### src/rtl/multi_serial_out.sv
// multi_serial_out: NUM_CH independent serial pattern generators.
// Each channel shifts out a latched DATA_BIT-wide pattern one bit at a time.
// Every bit is held for the channel's fast or slow period, chosen per bit by
// a latched frequency pattern. Channels support counted or continuous
// repeats, back-to-back frames with no gap, and a per-channel idle level.
// Optional build macro: SERIAL_OUT_MSB_FIRST_EN shifts MSB first instead of
// LSB first. Ports and timing are the same in both builds.
module multi_serial_out #(
    parameter int NUM_CH   = 4,
    parameter int DATA_BIT = 32,
    parameter int PERIOD_W = 8,
    parameter int RPT_W    = 8
) (
    input  logic                         clk_i,
    input  logic                         rst_ni,
    input  logic [NUM_CH-1:0]            start_i,
    input  logic [NUM_CH-1:0]            stop_i,
    input  logic [NUM_CH*RPT_W-1:0]      repeat_i,
    input  logic [NUM_CH-1:0]            idle_level_i,
    input  logic [NUM_CH*DATA_BIT-1:0]   output_pattern_i,
    input  logic [NUM_CH*DATA_BIT-1:0]   freq_pattern_i,
    input  logic [NUM_CH*PERIOD_W-1:0]   slow_period_i,
    input  logic [NUM_CH*PERIOD_W-1:0]   fast_period_i,
    output logic [NUM_CH-1:0]            serial_out_o,
    output logic [NUM_CH-1:0]            busy_o,
    output logic [NUM_CH-1:0]            bit_tick_o,
    output logic [NUM_CH-1:0]            frame_tick_o,
    output logic [NUM_CH-1:0]            done_tick_o
);

    localparam int IDX_W = (DATA_BIT > 1) ? $clog2(DATA_BIT) : 1;

    typedef enum logic {
        S_IDLE = 1'b0,
        S_RUN  = 1'b1
    } state_e;

`ifdef SERIAL_OUT_MSB_FIRST_EN
    localparam logic [IDX_W-1:0] FIRST_IDX = IDX_W'(DATA_BIT - 1);
    localparam logic [IDX_W-1:0] LAST_IDX  = '0;

    function automatic logic [IDX_W-1:0] step_idx(input logic [IDX_W-1:0] idx);
        return idx - IDX_W'(1);
    endfunction
`else
    localparam logic [IDX_W-1:0] FIRST_IDX = '0;
    localparam logic [IDX_W-1:0] LAST_IDX  = IDX_W'(DATA_BIT - 1);

    function automatic logic [IDX_W-1:0] step_idx(input logic [IDX_W-1:0] idx);
        return idx + IDX_W'(1);
    endfunction
`endif

    // Down-counter load value for a bit: selected period minus one, with a
    // zero period treated as a one-cycle bit.
    function automatic logic [PERIOD_W-1:0] load_val(
        input logic                sel_fast,
        input logic [PERIOD_W-1:0] fast,
        input logic [PERIOD_W-1:0] slow
    );
        logic [PERIOD_W-1:0] p;
        p = sel_fast ? fast : slow;
        return (p == '0) ? '0 : p - PERIOD_W'(1);
    endfunction

    for (genvar c = 0; c < NUM_CH; c++) begin : g_ch
        state_e              state_q;
        logic [DATA_BIT-1:0] pat_q;
        logic [DATA_BIT-1:0] freq_q;
        logic [PERIOD_W-1:0] fast_q;
        logic [PERIOD_W-1:0] slow_q;
        logic [PERIOD_W-1:0] tmr_q;
        logic [RPT_W-1:0]    rpt_q;
        logic [RPT_W-1:0]    left_q;
        logic [IDX_W-1:0]    idx_q;
        logic                idle_q;
        logic                sout_q;
        logic                busy_q;

        logic [DATA_BIT-1:0] pat_in;
        logic [DATA_BIT-1:0] freq_in;
        logic [PERIOD_W-1:0] fast_in;
        logic [PERIOD_W-1:0] slow_in;
        logic [RPT_W-1:0]    rpt_in;

        logic                last_bit;
        logic                more_frames;
        logic                last_cyc;
        logic [IDX_W-1:0]    idx_d;
        logic [PERIOD_W-1:0] tmr_d;

        assign pat_in  = output_pattern_i[c*DATA_BIT +: DATA_BIT];
        assign freq_in = freq_pattern_i[c*DATA_BIT +: DATA_BIT];
        assign fast_in = fast_period_i[c*PERIOD_W +: PERIOD_W];
        assign slow_in = slow_period_i[c*PERIOD_W +: PERIOD_W];
        assign rpt_in  = repeat_i[c*RPT_W +: RPT_W];

        assign last_bit    = (idx_q == LAST_IDX);
        // Another frame follows when running continuously or frames remain.
        assign more_frames = (rpt_q == '0) || (left_q > RPT_W'(1));
        // Final cycle of the current bit; an incoming start/stop aborts it,
        // so no ticks are reported for that cycle.
        assign last_cyc    = (state_q == S_RUN) && (tmr_q == '0)
                             && !start_i[c] && !stop_i[c];

        // Wrap to the first bit at frame end so the next frame starts seamlessly.
        assign idx_d = last_bit ? FIRST_IDX : step_idx(idx_q);
        assign tmr_d = load_val(freq_q[idx_d], fast_q, slow_q);

        // Channel FSM: stop beats start, start (re)latches configuration,
        // otherwise count down the current bit and advance through the frame.
        always_ff @(posedge clk_i or negedge rst_ni) begin
            if (!rst_ni) begin
                state_q <= S_IDLE;
                pat_q   <= '0;
                freq_q  <= '0;
                fast_q  <= '0;
                slow_q  <= '0;
                tmr_q   <= '0;
                rpt_q   <= '0;
                left_q  <= '0;
                idx_q   <= '0;
                idle_q  <= 1'b0;
                sout_q  <= 1'b0;
                busy_q  <= 1'b0;
            end else if (stop_i[c]) begin
                if (state_q == S_RUN) begin
                    state_q <= S_IDLE;
                    sout_q  <= idle_q;
                    busy_q  <= 1'b0;
                end
            end else if (start_i[c]) begin
                state_q <= S_RUN;
                pat_q   <= pat_in;
                freq_q  <= freq_in;
                fast_q  <= fast_in;
                slow_q  <= slow_in;
                rpt_q   <= rpt_in;
                left_q  <= rpt_in;
                idle_q  <= idle_level_i[c];
                idx_q   <= FIRST_IDX;
                tmr_q   <= load_val(freq_in[FIRST_IDX], fast_in, slow_in);
                sout_q  <= pat_in[FIRST_IDX];
                busy_q  <= 1'b1;
            end else if (state_q == S_RUN) begin
                if (tmr_q != '0) begin
                    tmr_q <= tmr_q - PERIOD_W'(1);
                end else if (last_bit && !more_frames) begin
                    state_q <= S_IDLE;
                    sout_q  <= idle_q;
                    busy_q  <= 1'b0;
                end else begin
                    if (last_bit && (rpt_q != '0)) begin
                        left_q <= left_q - RPT_W'(1);
                    end
                    idx_q  <= idx_d;
                    tmr_q  <= tmr_d;
                    sout_q <= pat_q[idx_d];
                end
            end
        end

        assign serial_out_o[c] = sout_q;
        assign busy_o[c]       = busy_q;
        assign bit_tick_o[c]   = last_cyc;
        assign frame_tick_o[c] = last_cyc && last_bit;
        assign done_tick_o[c]  = last_cyc && last_bit && !more_frames;
    end

endmodule

### config.mk
export PLATFORM = sky130hd
export DESIGN_NAME = multi_serial_out
export DESIGN_NICKNAME = d
export VERILOG_FILES = /design/src/rtl/multi_serial_out.sv
export SDC_FILE = /design/constraint.sdc
export NUM_CORES = 1
export LEC_CHECK = 0
export BUFFER_PORTS_ARGS = -buffer_cell sky130_fd_sc_hd__clkbuf_2
export CORE_ASPECT_RATIO = 0.7
export CORE_UTILIZATION = 25
export CTS_CLUSTER_DIAMETER = 150
export DETAILED_ROUTE_END_ITERATION = 8
export MAX_ROUTING_LAYER = met4
export PLACE_DENSITY = 0.46
export SLEW_MARGIN = 20
export SYNTH_ARGS = -nofsm -noshare
export SYNTH_HDL_FRONTEND = slang
export SYNTH_SLANG_ARGS = --single-unit
export TNS_END_PERCENT = 1
### constraint.sdc
create_clock -name clk_i -period 6.8 [get_ports clk_i]
set_input_delay 1.36 -clock clk_i [delete_from_list [all_inputs] [get_ports clk_i]]
set_output_delay 1.36 -clock clk_i [all_outputs]
set_load 0.01 [all_outputs]
# Word level (Yosys, flattened, before mapping)
# Index checks and enable logic that the tools add are counted.
[classes]
add_sub_neg = 20
bitwise = 4
mux = 156
order_cmp = 8
reduce_logical = 104
n_eq_ne = 24
[ops]
columns = ["op", "count"]
rows = [
  ["2-to-1 mux 8 bit", 52],
  ["zero test 8 bit", 16],
  ["subtractor 8 x 1 -> 8 bit, second input constant", 16],
  ["2-to-1 mux 5 bit", 20],
  ["2-to-1 mux 1 bit", 76],
  ["nonzero test 8 bit", 8],
  ["binary-select mux 1 bit (select 5 bit)", 8],
  ["greater-than comparator 8 x 1 -> 1 bit, second input constant", 4],
  ["AND reduction 4 bit", 8],
  ["logical AND 1 bit", 28],
  ["less-than comparator 5 x 6 -> 1 bit, second input constant", 4],
  ["!= test 3 bit, second input constant", 8],
  ["AND reduction 3 bit", 8],
  ["adder 5 x 1 -> 5 bit, second input constant", 4],
  ["== test 5 bit, second input constant", 4],
  ["AND reduction 5 bit", 4],
  ["!= test 2 bit, second input constant", 8],
  ["nonzero test 2 bit", 8],
  ["zero test 1 bit", 12],
  ["nonzero test 3 bit", 4],
  ["!= test 2 x 1 -> 1 bit, second input constant", 4],
  ["AND reduction 2 bit", 4],
  ["logical OR 1 bit", 4],
  ["inverter 1 bit", 4],
]
[totals]
inputBits = 366
reg_bits = 452
elab_cells = 364

# Logic depth before layout (Yosys ltp)
# Gate-level depths: netlist of run 1.
[depth]
depth_word = 11
mapped_depth = 20

# Least setup slack after synthesis of run 1
# Ideal clock, no wire load.
[synth_timing]
path_type = "register -> register"
from = "reg g_ch[2].idx_q[0]"
to = "reg g_ch[2].tmr_q[6]"
arrival_time_ns = 4.589
period_less_slack_ns = 4.723
slack_ns = 2.077
path_stages_with_launch = 20
path_buffers = 3
cell_sequence = "dfrtp_1 ha_1 and3_1 ha_1 buf_2 nor2_1 nand2_1 a311oi_1 a311oi_1 a31oi_1 buf_2 mux2i_1 ha_1 clkbuf_1 or3b_2 or3_1 o31ai_1 nor2_1 a2111oi_0 a21oi_1"
[synth_via]
elab_chain_cells = 11
elab_cells_between_ends = 16
cone_classes = "add/sub: 2; eq/ne: 2; mux: 9; reduce/logical: 3"
[synth_lines]
columns = ["element", "line_no", "source"]
rows = [
  ["start: declaration", "75", "logic [IDX_W-1:0] idx_q;"],
  ["start signal: assignment", "156", "idx_q <= idx_d;"],
  ["adder 5 x 1 -> 5 bit or == test 5 bit (tied branches)", "50, 98", ""],
  ["2-to-1 mux 5 bit", "107", "assign idx_d = last_bit ? FIRST_IDX : step_idx(idx_q);"],
  ["binary-select mux 1 bit (select 5 bit)", "108", "assign tmr_d = load_val(freq_q[idx_d], fast_q, slow_q);"],
  ["2-to-1 mux 1 bit (not written as such)", "108", ""],
  ["2-to-1 mux 8 bit", "62", "p = sel_fast ? fast : slow;"],
  ["subtractor 8 x 1 -> 8 bit or zero test 8 bit (tied branches)", "63", "return (p == '0) ? '0 : p - PERIOD_W'(1);"],
  ["2-to-1 mux 8 bit", "63", ""],
  ["2-to-1 mux 8 bit", "148", "end else if (last_bit && !more_frames) begin"],
  ["2-to-1 mux 8 bit", "146", "if (tmr_q != '0) begin"],
  ["2-to-1 mux 8 bit", "145", "end else if (state_q == S_RUN) begin"],
  ["2-to-1 mux 8 bit", "132", "end else if (start_i[c]) begin"],
  ["end signal: assignment", "142", "tmr_q <= load_val(freq_in[FIRST_IDX], fast_in, slow_in);"],
  ["end signal: assignment", "147", "tmr_q <= tmr_q - PERIOD_W'(1);"],
  ["end signal: assignment", "157", "tmr_q <= tmr_d;"],
  ["end: declaration", "72", "logic [PERIOD_W-1:0] tmr_q;"],
]
# Parallel ways exist; a longest one is shown, timed or not. The select of a mux whose other input is x is not followed.
# A chain may end at the register's enable or synchronous reset.

# Final worst setup path of run 1
[layout_timing]
from = "reg g_ch[2].idx_q[0]"
to = "reg g_ch[2].tmr_q[7]"
# Same word-level chain as after synthesis.

==> results of run 1 <==
-- cells in the mapped netlist (all sizes together) (9+ instances only) --
library cell	number
mux2i	92
nand2b	17
nor2b	18
ha	32
nand2	1154
xnor2	36
o21ai	105
nand3	43
inv	51
mux4	24
or4	22
xor2	27
o22ai	47
nor2	133
a21oi	81
dfrtp	452
clkbuf	123
o211ai	20
nor3b	29
o21a	9
mux2	39
a31oi	15
buf	40
o221ai	16
a22oi	40
and3	15
or3	15
o31ai	20
nor4	20
nor3	72
-- logic make-up after synthesis --
family,count (synthesis),share of synthesized area [%]
XOR/XNOR,63,2.23
adder cells (fa/ha/maj),32,1.62
AO/OA/AOI/OAI,454,12.4
AND/OR/NAND/NOR,1568,26.6
buffers and inverters,214,3.61
flip-flops,452,45.8
multiplexers,155,7.72
-- registers in the layout, summed over array words and instances, names as in the netlist, 20 cells and up --
register	cells
g_ch.tmr_q	32
g_ch.fast_q	32
g_ch.freq_q	128
g_ch.left_q	32
g_ch.idx_q	20
g_ch.slow_q	32
g_ch.rpt_q	32
g_ch.pat_q	128
-- area by class of cell --
class	instances	area, um2	share of cell area (%)
clock buffer	73	1470	4.96
clock inverter	18	254	0.857
sequential	452	11300	38.2
tap	1323	1660	5.58
inverter	51	191	0.646
timing repair buffer	408	2170	7.31
multi-input combinational	2272	12600	42.4
antenna	4	10.0	0.0338
-- power by group through the flow --
stage | sequential, uW | combinational, uW | clock (uW)
after floorplan | 3300 | 1330 | 0
after global placement | 3420 | 1870 | 0
after detailed placement | 3410 | 1880 | 0
after CTS | 3370 | 1890 | 3050
after global routing | 3430 | 2110 | 3140
final | 3370 | 1880 | 2930
-- worst min-delay path: cells and delay by family (launching register included) --
family        cells  cell delay (ns)
flops             1             0.33
simple gates      2             0.10
-- final timing paths --
path	end	slack [ns]
worst max-delay path	g_ch[2].tmr_q[7]	0.88
worst min-delay path	g_ch[1].rpt_q[6]	0.47
worst max register to register	g_ch[2].tmr_q[7]	0.88
worst min register to register	g_ch[1].rpt_q[6]	0.47
max in group asynchronous	g_ch[1].slow_q[4]	4.54
min in group asynchronous	g_ch[3].left_q[3]	0.81
-- metal layers --
metal,global-route usage [%],vias up
met4,3.11,0
met1,26.2,10500
li1,-,10600
met5,-,-
met2,22.8,479
met3,2.54,89
-- cell usage in the layout, fill, tap and decap left out, types with 50 or more instances in the layout --
cell type,netlist,final
clkbuf_16,0,53
nand2_1,1154,1154
o21ai_0,99,99
mux2i_1,92,92
inv_1,50,50
a21oi_1,81,80
nor2_1,131,127
nor3_1,72,72
dfrtp_1,452,452
clkbuf_2,0,384
-- stage by stage --
step | instance area (um2) | setup WS (ns) | cells | total power (uW) | utilization (%)
4_1_cts | 29600 | 0.933 | 4595 | 8310 | 30.2
2_1_floorplan | 24700 | 2.08 | 2938 | 4630 | -
5_1_grt | 29600 | 0.367 | 4601 | 8680 | 30.2
3_5_place_dp | 27900 | 0.918 | 4504 | 5290 | 28.4
3_3_place_gp | 27900 | 0.938 | 4504 | 5300 | 28.4
6_report | 29600 | 0.881 | 4601 | 8190 | 30.2
==> out/results.ini, run 1 <==
[sta]
hold_slack_ns=0.466
clock.fmax_ghz=0.169
tightestPinTransition_ns=1.07
hold_violations=0
rsz0062_at_grt=no
drv_slew=0
finalCritPeriodShare_pct=87.0
tns_ns=0
period_needed_ns=5.92
setup_violations=0
slew_headroom_pct=28.8
skew_ns=0.0122

[detailed_routing]
route.met2.wl_um=33500
drtIter0Drc=1468
dr_wl_met3_um=3880
wl_met1_um=43900
totalWireLength_um=82400
route.detailed.drc=0
firstDrtPassIters=6
top_layer_used=met4
routedWlPerCell_um=17.9
vias_per_cell=4.73
ant_nets=0
vias=21800

[pwr]
p_leak_uw=0.0143
p_sw_uw=2610
swShare_pct=31.9
p_seq_share_pct=41.2
ir_worst_vdd_uv=181
p_comb_share_pct=23.0
intPower_uw=5570
power_frac_clock_pct=35.8
pwr_density_cell_mw_per_mm2=276

[critical_path]
arrival_ns=6.37
crit_required_ns=7.25
critPathKind=reg2reg
cpLargestDelayFamily=multiplexers
cp_slowest_stage_delay_ns=0.66
cp_slowest_cell=mux2i_1
crit_cells=18
worstPathCellList=buf_4 -> ha_1 -> and3_1 -> ha_1 -> nor2b_1 -> mux2i_1 -> a311oi_1 -> a311oi_1 -> a31oi_1 -> buf_4 -> mux2i_1 -> ha_1 -> or3b_2 -> or3_1 -> o31ai_1 -> nor2_1 -> mux2i_1 -> o221ai_1
cp.buffers_inverters=2
critPathLaunch=g_ch[2].idx_q[0]
rr_worst_depth=18
timing.rr.start=g_ch[2].idx_q[0]
startpoint_type=register
cp_max_fo=31
end_kind=register

[grt]
grt_use_total_pct=16.9
grt_pass1_wl_um=130000
antenna_found_initial=12
grt_pass1_vias=21700
grt_max_degree=142
grt-ovfl-total=0

[logic_synthesis]
synth-edff-count=0
synth_flop_cell=dfrtp_1
synth-seq-cells=452
synth_fp_nets=3336
yosysTopAreaCell=dfrtp_1
synth_area_per_cell_um2=8.41
ys_seq_area_share_pct=45.8
yosysUniqueCellTypes=87
synth_cells=2938
synth_area_leaders=dfrtp_1 46%, nand2_1 18%, mux2i_1 3.7%
synthArstFlopShare_pct=100
synth_warnings=0
synthesis.area_mm2=0.0247
synth_top_cell_area_share_pct=45.8

[min_path]
worstHoldStart=g_ch[1].rpt_q[6]
hold_path_class=reg2reg
hold_depth=2

[placement]
portBuffers=385
hpwl_um=60000
gp_congestion=0.867

[cts]
postCtsHoldBufs=0
clk_path_buf_depth=3
clkLatencyLatePin_ns=0.60
postCtsSetupBuffers=0
ctsResizeCount=0
htree_levels=2
root_buffer=clkbuf_16
clk_pin_slew_ns=0.06
numCtsBuffers=51
cts.sinks=452
tritoncts=yes

[die]
die_area_mm2=0.100
die_w_um=378
ios=386
core-area_mm2=0.0980
start_util_pct=25.2
die-height_um=265
num_rows=96

[finish]
drive_above_1_share_pct=17.9
finalNetCount=3634
area_delta_synth_final_pct=19.9
fillerInstances=10600

[run_status]
status=complete, no violations

[job]
drv_cap=0

No activity file was read; power rests on OpenSTA's default activity.
==> run 2, diff against run 1 <==
--- a/config.mk
+++ b/config.mk
@@ -11,7 +11,7 @@
 export CTS_CLUSTER_DIAMETER = 150
 export DETAILED_ROUTE_END_ITERATION = 8
 export MAX_ROUTING_LAYER = met4
-export PLACE_DENSITY = 0.46
+export RECOVER_POWER = 100
 export SLEW_MARGIN = 20
 export SYNTH_ARGS = -nofsm -noshare
 export SYNTH_HDL_FRONTEND = slang
==> run 2 against run 1 <==
The flow now finishes with violations (max-capacitance violations, max-slew violations). Clock skew rose by 0.0083 ns. Largest power group unchanged. Worst setup slack improved by 0.048 ns. Critical endpoint unchanged. Clock-buffer cell count fell by 2. Clock power rose by 3%. Register-to-register slack improved by 0.05 ns. Final cell count barely moved. Critical path type unchanged. Non-clock buffer count fell by 2. Global-route usage fell by 0.90 points. Sequential power barely moved. Die area did not move. Highest routed layer unchanged. Critical path depth fell by 2.
==> out/results.ini, run 2 (synthesis results as in run 1) <==
[run_status]
status=finished with violations
failed_checks=max-capacitance violations, max-slew violations

[critical_path]
arrival_ns=6.33  ; -0.04 ns
startpoint_type=register
end_kind=register
critPathKind=reg2reg
cp_max_fo=21  ; -32%
crit_required_ns=7.26  ; about the same

[die]
ios=386  ; unchanged
start_util_pct=25.2  ; unchanged
num_rows=96  ; unchanged
die-height_um=265  ; unchanged
die_w_um=378  ; unchanged
core-area_mm2=0.0980  ; unchanged
die_area_mm2=0.100  ; unchanged

[sta]
hold_violations=0  ; unchanged
slew_headroom_pct=-220  ; -250 points
finalCritPeriodShare_pct=86.3  ; -0.71 points
clock.fmax_ghz=0.170  ; +0.82%
drv_slew=405  ; +405
setup_violations=0  ; unchanged
rsz0062_at_grt=no
skew_ns=0.0205  ; +0.00832 ns
tightestPinTransition_ns=4.81  ; +3.74 ns
period_needed_ns=5.87  ; -0.0483 ns
tns_ns=0  ; unchanged

[placement]
portBuffers=385  ; unchanged
gp_congestion=0.892  ; +2.9%
hpwl_um=57800  ; -3.8%

[pwr]
power_uw=8240  ; +0.68%
p_sw_uw=2600  ; -0.63%
ir_worst_vdd_uv=170  ; -5.9%
p_seq_share_pct=40.9  ; -0.3 points
p_comb_share_pct=22.6  ; -0.4 points
swShare_pct=31.5  ; -0.42 points
p_leak_uw=0.0142  ; -0.68%
intPower_uw=5640  ; +1.3%
pwr_density_cell_mw_per_mm2=279  ; +1.1%
power_frac_clock_pct=36.6  ; +0.8 points

[cts]
clkLatencyLatePin_ns=0.61  ; about the same
clk_path_buf_depth=3  ; unchanged
numCtsBuffers=51  ; unchanged
htree_levels=2  ; unchanged
postCtsSetupBuffers=0  ; unchanged
cts.sinks=452  ; unchanged
clk_pin_slew_ns=0.07  ; about the same
ctsResizeCount=0  ; unchanged
postCtsHoldBufs=0  ; unchanged
root_buffer=clkbuf_16
tritoncts=yes

[finish]
drive_above_1_share_pct=16.7  ; -1.2 points
finalNetCount=3632  ; -0.055%
top_regs=g_ch.freq_q: 128 flops, g_ch.pat_q: 128 flops
area_delta_synth_final_pct=19.4
layout_common_cells=1154 x nand2_1, 452 x dfrtp_1, 365 x clkbuf_2
final_common_cell=nand2_1
fillerInstances=10500  ; -0.70%

[grt]
grt_max_degree=150  ; +5.6%
grt_pass1_vias=21300  ; -2.0%
grt_use_total_pct=16.0  ; -0.90 points
antenna_found_initial=11  ; -1
grt_pass1_wl_um=123000  ; -4.9%
grt-ovfl-total=0  ; unchanged

[min_path]
hold_path_class=reg2reg

[detailed_routing]
vias_per_cell=4.78  ; +1.0%
routedWlPerCell_um=17.1  ; -4.8%
ant_nets=0  ; unchanged
firstDrtPassIters=5  ; -1
vias=22000  ; +0.97%
route.detailed.drc=0  ; unchanged
totalWireLength_um=78400  ; -4.9%
drtIter0Drc=1802  ; +23%

[job]
drv_cap=8  ; +8

## run 2: changes by cell type in the layout (fill, tap and decap cells not counted), moves of 4 or more
cell | before | now
buf_4 | 19 | 11
clkbuf_1 | 13 | 34
clkbuf_2 | 384 | 365
clkbuf_8 | 7 | 11
nor2_1 | 127 | 131
o21ai_0 | 99 | 103
o21ai_1 | 6 | 2
## run 2: area by class of cell
class	count	area [um2]	area share, %
diodes	5	12.5	0.0424
clock buffers	71	1500	5.09
clock inverters	18	294	0.996
inverters	51	191	0.648
multi-input cells	2272	12500	42.3
flip-flops and latches	452	11300	38.3
well taps	1323	1660	5.61
repair buffers	406	2060	6.99
## run 2: critical path: stages (launching register included)
cell,delay [ns]
dfrtp_1,0.38
ha_1,0.20
and3_1,0.17
ha_1,0.62
nor2b_1,0.10
mux2i_1,0.67
a311oi_1,0.19
a31oi_1,0.22
clkbuf_1,0.54
mux2i_1,0.27
ha_1,0.37
or3b_2,0.51
or3_1,0.36
o31ai_1,0.33
nor2_1,0.07
mux2i_1,0.50
o221ai_1,0.21
## run 2: final timing paths
check | startpoint | endpoint | slack (ns) | cells past startpoint
max in group asynchronous | rst_ni | g_ch[2].fast_q[3] | 1.39 | 2
min in group asynchronous | rst_ni | g_ch[3].left_q[0] | 2.62 | 1
worst max register to register | g_ch[2].idx_q[1] | g_ch[2].tmr_q[7] | 0.93 | 16
worst max-delay path | g_ch[2].idx_q[1] | g_ch[2].tmr_q[7] | 0.93 | 16
worst min register to register | g_ch[2].rpt_q[1] | g_ch[2].rpt_q[1] | 0.47 | 2
worst min-delay path | g_ch[2].rpt_q[1] | g_ch[2].rpt_q[1] | 0.47 | 2
## run 2: power by group through the flow
stage / Combinational [uW] / Sequential [uW] / Clock, uW
floorplan: 1330 / 3300 / 0
global placement: 1840 / 3410 / 0
detailed placement: 1860 / 3400 / 0
CTS: 1870 / 3360 / 3110
global route: 2080 / 3420 / 3210
finish: 1860 / 3370 / 3010
## run 2: stage by stage
| step | area [um2] | instances | setup slack (ns) | hold WS (ns) | util (%) |
|---|---|---|---|---|---|
| CTS | 29600 | 4593 | 1.30 | 0.472 | 30.2 |
| finish | 29500 | 4598 | 0.929 | 0.467 | 30.1 |
| global route | 29500 | 4597 | 0.488 | 0.494 | 30.1 |
| global placement | 27800 | 4504 | 1.41 | 0.448 | 28.4 |
| detailed placement | 27800 | 4504 | 1.32 | 0.456 | 28.4 |
| floorplan | 24700 | 2938 | 2.08 | 0.437 | - |
## run 2: layer usage
layer	GRT usage (%)	up-vias	part of all wire, %
li1	-	10600	-
met5	-	-	0
met2	21.9	647	42
met1	23.9	10600	50
met4	3.35	0	1.7
met3	3.16	98	6.3
==> run 3, diff against run 2 <==
--- a/config.mk
+++ b/config.mk
@@ -11,7 +11,7 @@
 export CTS_CLUSTER_DIAMETER = 150
 export DETAILED_ROUTE_END_ITERATION = 8
 export MAX_ROUTING_LAYER = met4
-export RECOVER_POWER = 100
+export RECOVER_POWER = 50
 export SLEW_MARGIN = 20
 export SYNTH_ARGS = -nofsm -noshare
 export SYNTH_HDL_FRONTEND = slang
==> run 3 against run 2 <==
The flow still finishes with violations (max-capacitance violations, max-slew violations). Routed wire length is essentially flat. Hold slack is essentially flat. Global-route usage is the same. Combinational power is essentially flat. Total power grew 0.11%. Critical path type unchanged. Largest power group unchanged. Highest routed layer unchanged.
==> out/results.ini, run 3 (synthesis results as in run 1) <==
[finish]
finalNetCount=3632  ; unchanged
utilization_pct=30.2  ; +0.11 points
final_common_cell=nand2_1
stdcell_count=4598  ; unchanged
top_regs=g_ch.freq_q: 128 flops, g_ch.pat_q: 128 flops
regArea_mm2=0.0113  ; unchanged
fillerInstances=10500  ; -0.27%
design_area_mm2=0.0296  ; +0.38%
drive_above_1_share_pct=17.9  ; +1.1 points
layout_common_cells=1154 x nand2_1, 452 x dfrtp_1, 383 x clkbuf_2
area_delta_synth_final_pct=19.9
multi_input_area_mm2=0.0126  ; +0.51%

[cts]
clk_pin_slew_ns=0.07  ; about the same
postCtsHoldBufs=0  ; unchanged
cts.sinks=452  ; unchanged
tritoncts=yes
ctsResizeCount=0  ; unchanged
htree_levels=2  ; unchanged
postCtsSetupBuffers=0  ; unchanged
clkLatencyLatePin_ns=0.61  ; about the same
clk_path_buf_depth=3  ; unchanged
numCtsBuffers=51  ; unchanged
root_buffer=clkbuf_16

[sta]
hold_violations=0  ; unchanged
rsz0062_at_grt=no
tightestPinTransition_ns=4.82  ; +0.0160 ns
drv_slew=141  ; -65%
fin_ws_ns=1.27  ; +0.336 ns
finalCritPeriodShare_pct=81.4  ; -4.9 points
clock.fmax_ghz=0.181  ; +6.1%
period_needed_ns=5.53  ; -0.336 ns
slew_headroom_pct=-221  ; -1.1 points
skew_ns=0.0201  ; -0.000358 ns
tns_ns=0  ; unchanged
setup_violations=0  ; unchanged

[pwr]
p_seq_share_pct=40.8  ; about the same
pwr_density_cell_mw_per_mm2=278  ; -0.27%
swShare_pct=31.5  ; about the same
p_sw_uw=2600  ; +0.20%
power_frac_clock_pct=36.5  ; about the same
p_comb_share_pct=22.6  ; about the same
p_leak_uw=0.0143  ; +0.70%
intPower_uw=5650  ; about the same
ir_worst_vdd_uv=170  ; -0.21%

[detailed_routing]
vias=21900  ; -0.064%
totalWireLength_um=78500  ; about the same
drtIter0Drc=1876  ; +4.1%
route.detailed.drc=0  ; unchanged
firstDrtPassIters=5  ; unchanged
routedWlPerCell_um=17.1  ; about the same
ant_nets=0  ; unchanged
vias_per_cell=4.77  ; about the same

[critical_path]
startpoint_type=register
crit_required_ns=7.26  ; about the same
arrival_ns=6.00  ; -0.33 ns
end_kind=register
cp_max_fo=21  ; unchanged
critPathKind=reg2reg

[die]
die_area_mm2=0.100  ; unchanged
start_util_pct=25.2  ; unchanged
die-height_um=265  ; unchanged
num_rows=96  ; unchanged
die_w_um=378  ; unchanged
ios=386  ; unchanged
core-area_mm2=0.0980  ; unchanged

[grt]
antenna_found_initial=11  ; unchanged
grt-ovfl-total=0  ; unchanged
grt_max_degree=150  ; unchanged
grt_use_total_pct=16.0  ; unchanged
grt_pass1_vias=21300  ; unchanged
grt_pass1_wl_um=123000  ; unchanged

[placement]
placed_cells_incl_taps=4504  ; unchanged
portBuffers=385  ; unchanged
placed_area_mm2=0.0278  ; unchanged
place_ws_ns=1.32  ; unchanged
hpwl_um=57800  ; unchanged
gp_congestion=0.892  ; unchanged

[job]
drv_cap=3  ; -5

[run_status]
status=finished with violations
failed_checks=max-capacitance violations, max-slew violations

[min_path]
hold_path_class=reg2reg

## run 3: changes by cell type in the layout (fill, tap and decap cells not counted), sizes merged
cell    previous run  this run
buf               13        20
clkbuf           463       456
## run 3: final timing paths
kind,from,end,slack (ns),cells after the start
max in group asynchronous,rst_ni,g_ch[2].fast_q[3],1.36,2
min in group asynchronous,rst_ni,g_ch[3].left_q[0],2.63,1
setup / recovery,g_ch[2].idx_q[1],g_ch[2].tmr_q[7],1.27,17
hold reg to reg,g_ch[1].pat_q[7],g_ch[1].pat_q[7],0.47,2
hold / removal,g_ch[1].pat_q[7],g_ch[1].pat_q[7],0.47,2
setup reg to reg,g_ch[2].idx_q[1],g_ch[2].tmr_q[7],1.27,17
## run 3: per-layer routing
metal  GRT usage [%]  share of wire (%)
met5               -                  0
met2            21.9                 42
met1            23.9                 50
met3            3.16                6.5
met4            3.35                1.6
## run 3: area by class of cell
type                            count  area share, %
Tap cell                         1323           5.59
Clock buffer                       71           5.08
Multi-Input combinational cell   2272           42.4
Antenna cell                        5         0.0422
Clock inverter                     18          0.992
Timing Repair Buffer              406           7.13
Inverter                           51          0.646
Sequential cell                   452           38.2
## run 3: worst max-delay path, cell delays in order (launching register included)
cell	delay, ns
dfrtp_1	0.38
ha_1	0.20
and3_1	0.17
ha_1	0.62
nor2b_1	0.10
mux2i_1	0.67
a311oi_1	0.14
a311oi_1	0.30
a31oi_1	0.08
buf_4	0.22
mux2i_1	0.17
ha_1	0.36
or3b_2	0.50
or3_1	0.36
o31ai_1	0.34
nor2_1	0.07
mux2i_1	0.49
o221ai_1	0.21
## run 3: per-stage QoR
stage	power, uW	hold slack, ns
6_report	8250	0.467
5_1_grt	8720	0.494
4_1_cts	8350	0.472
3_5_place_dp	5270	0.456
3_3_place_gp	5250	0.448
2_1_floorplan	4630	0.437
## run 3: power by group through the flow
stage	combinational, uW	sequential [uW]	clock (uW)
3_3_place_gp	1840	3410	0
5_1_grt	2090	3420	3210
6_report	1870	3370	3010
2_1_floorplan	1330	3300	0
4_1_cts	1870	3360	3110
3_5_place_dp	1860	3400	0
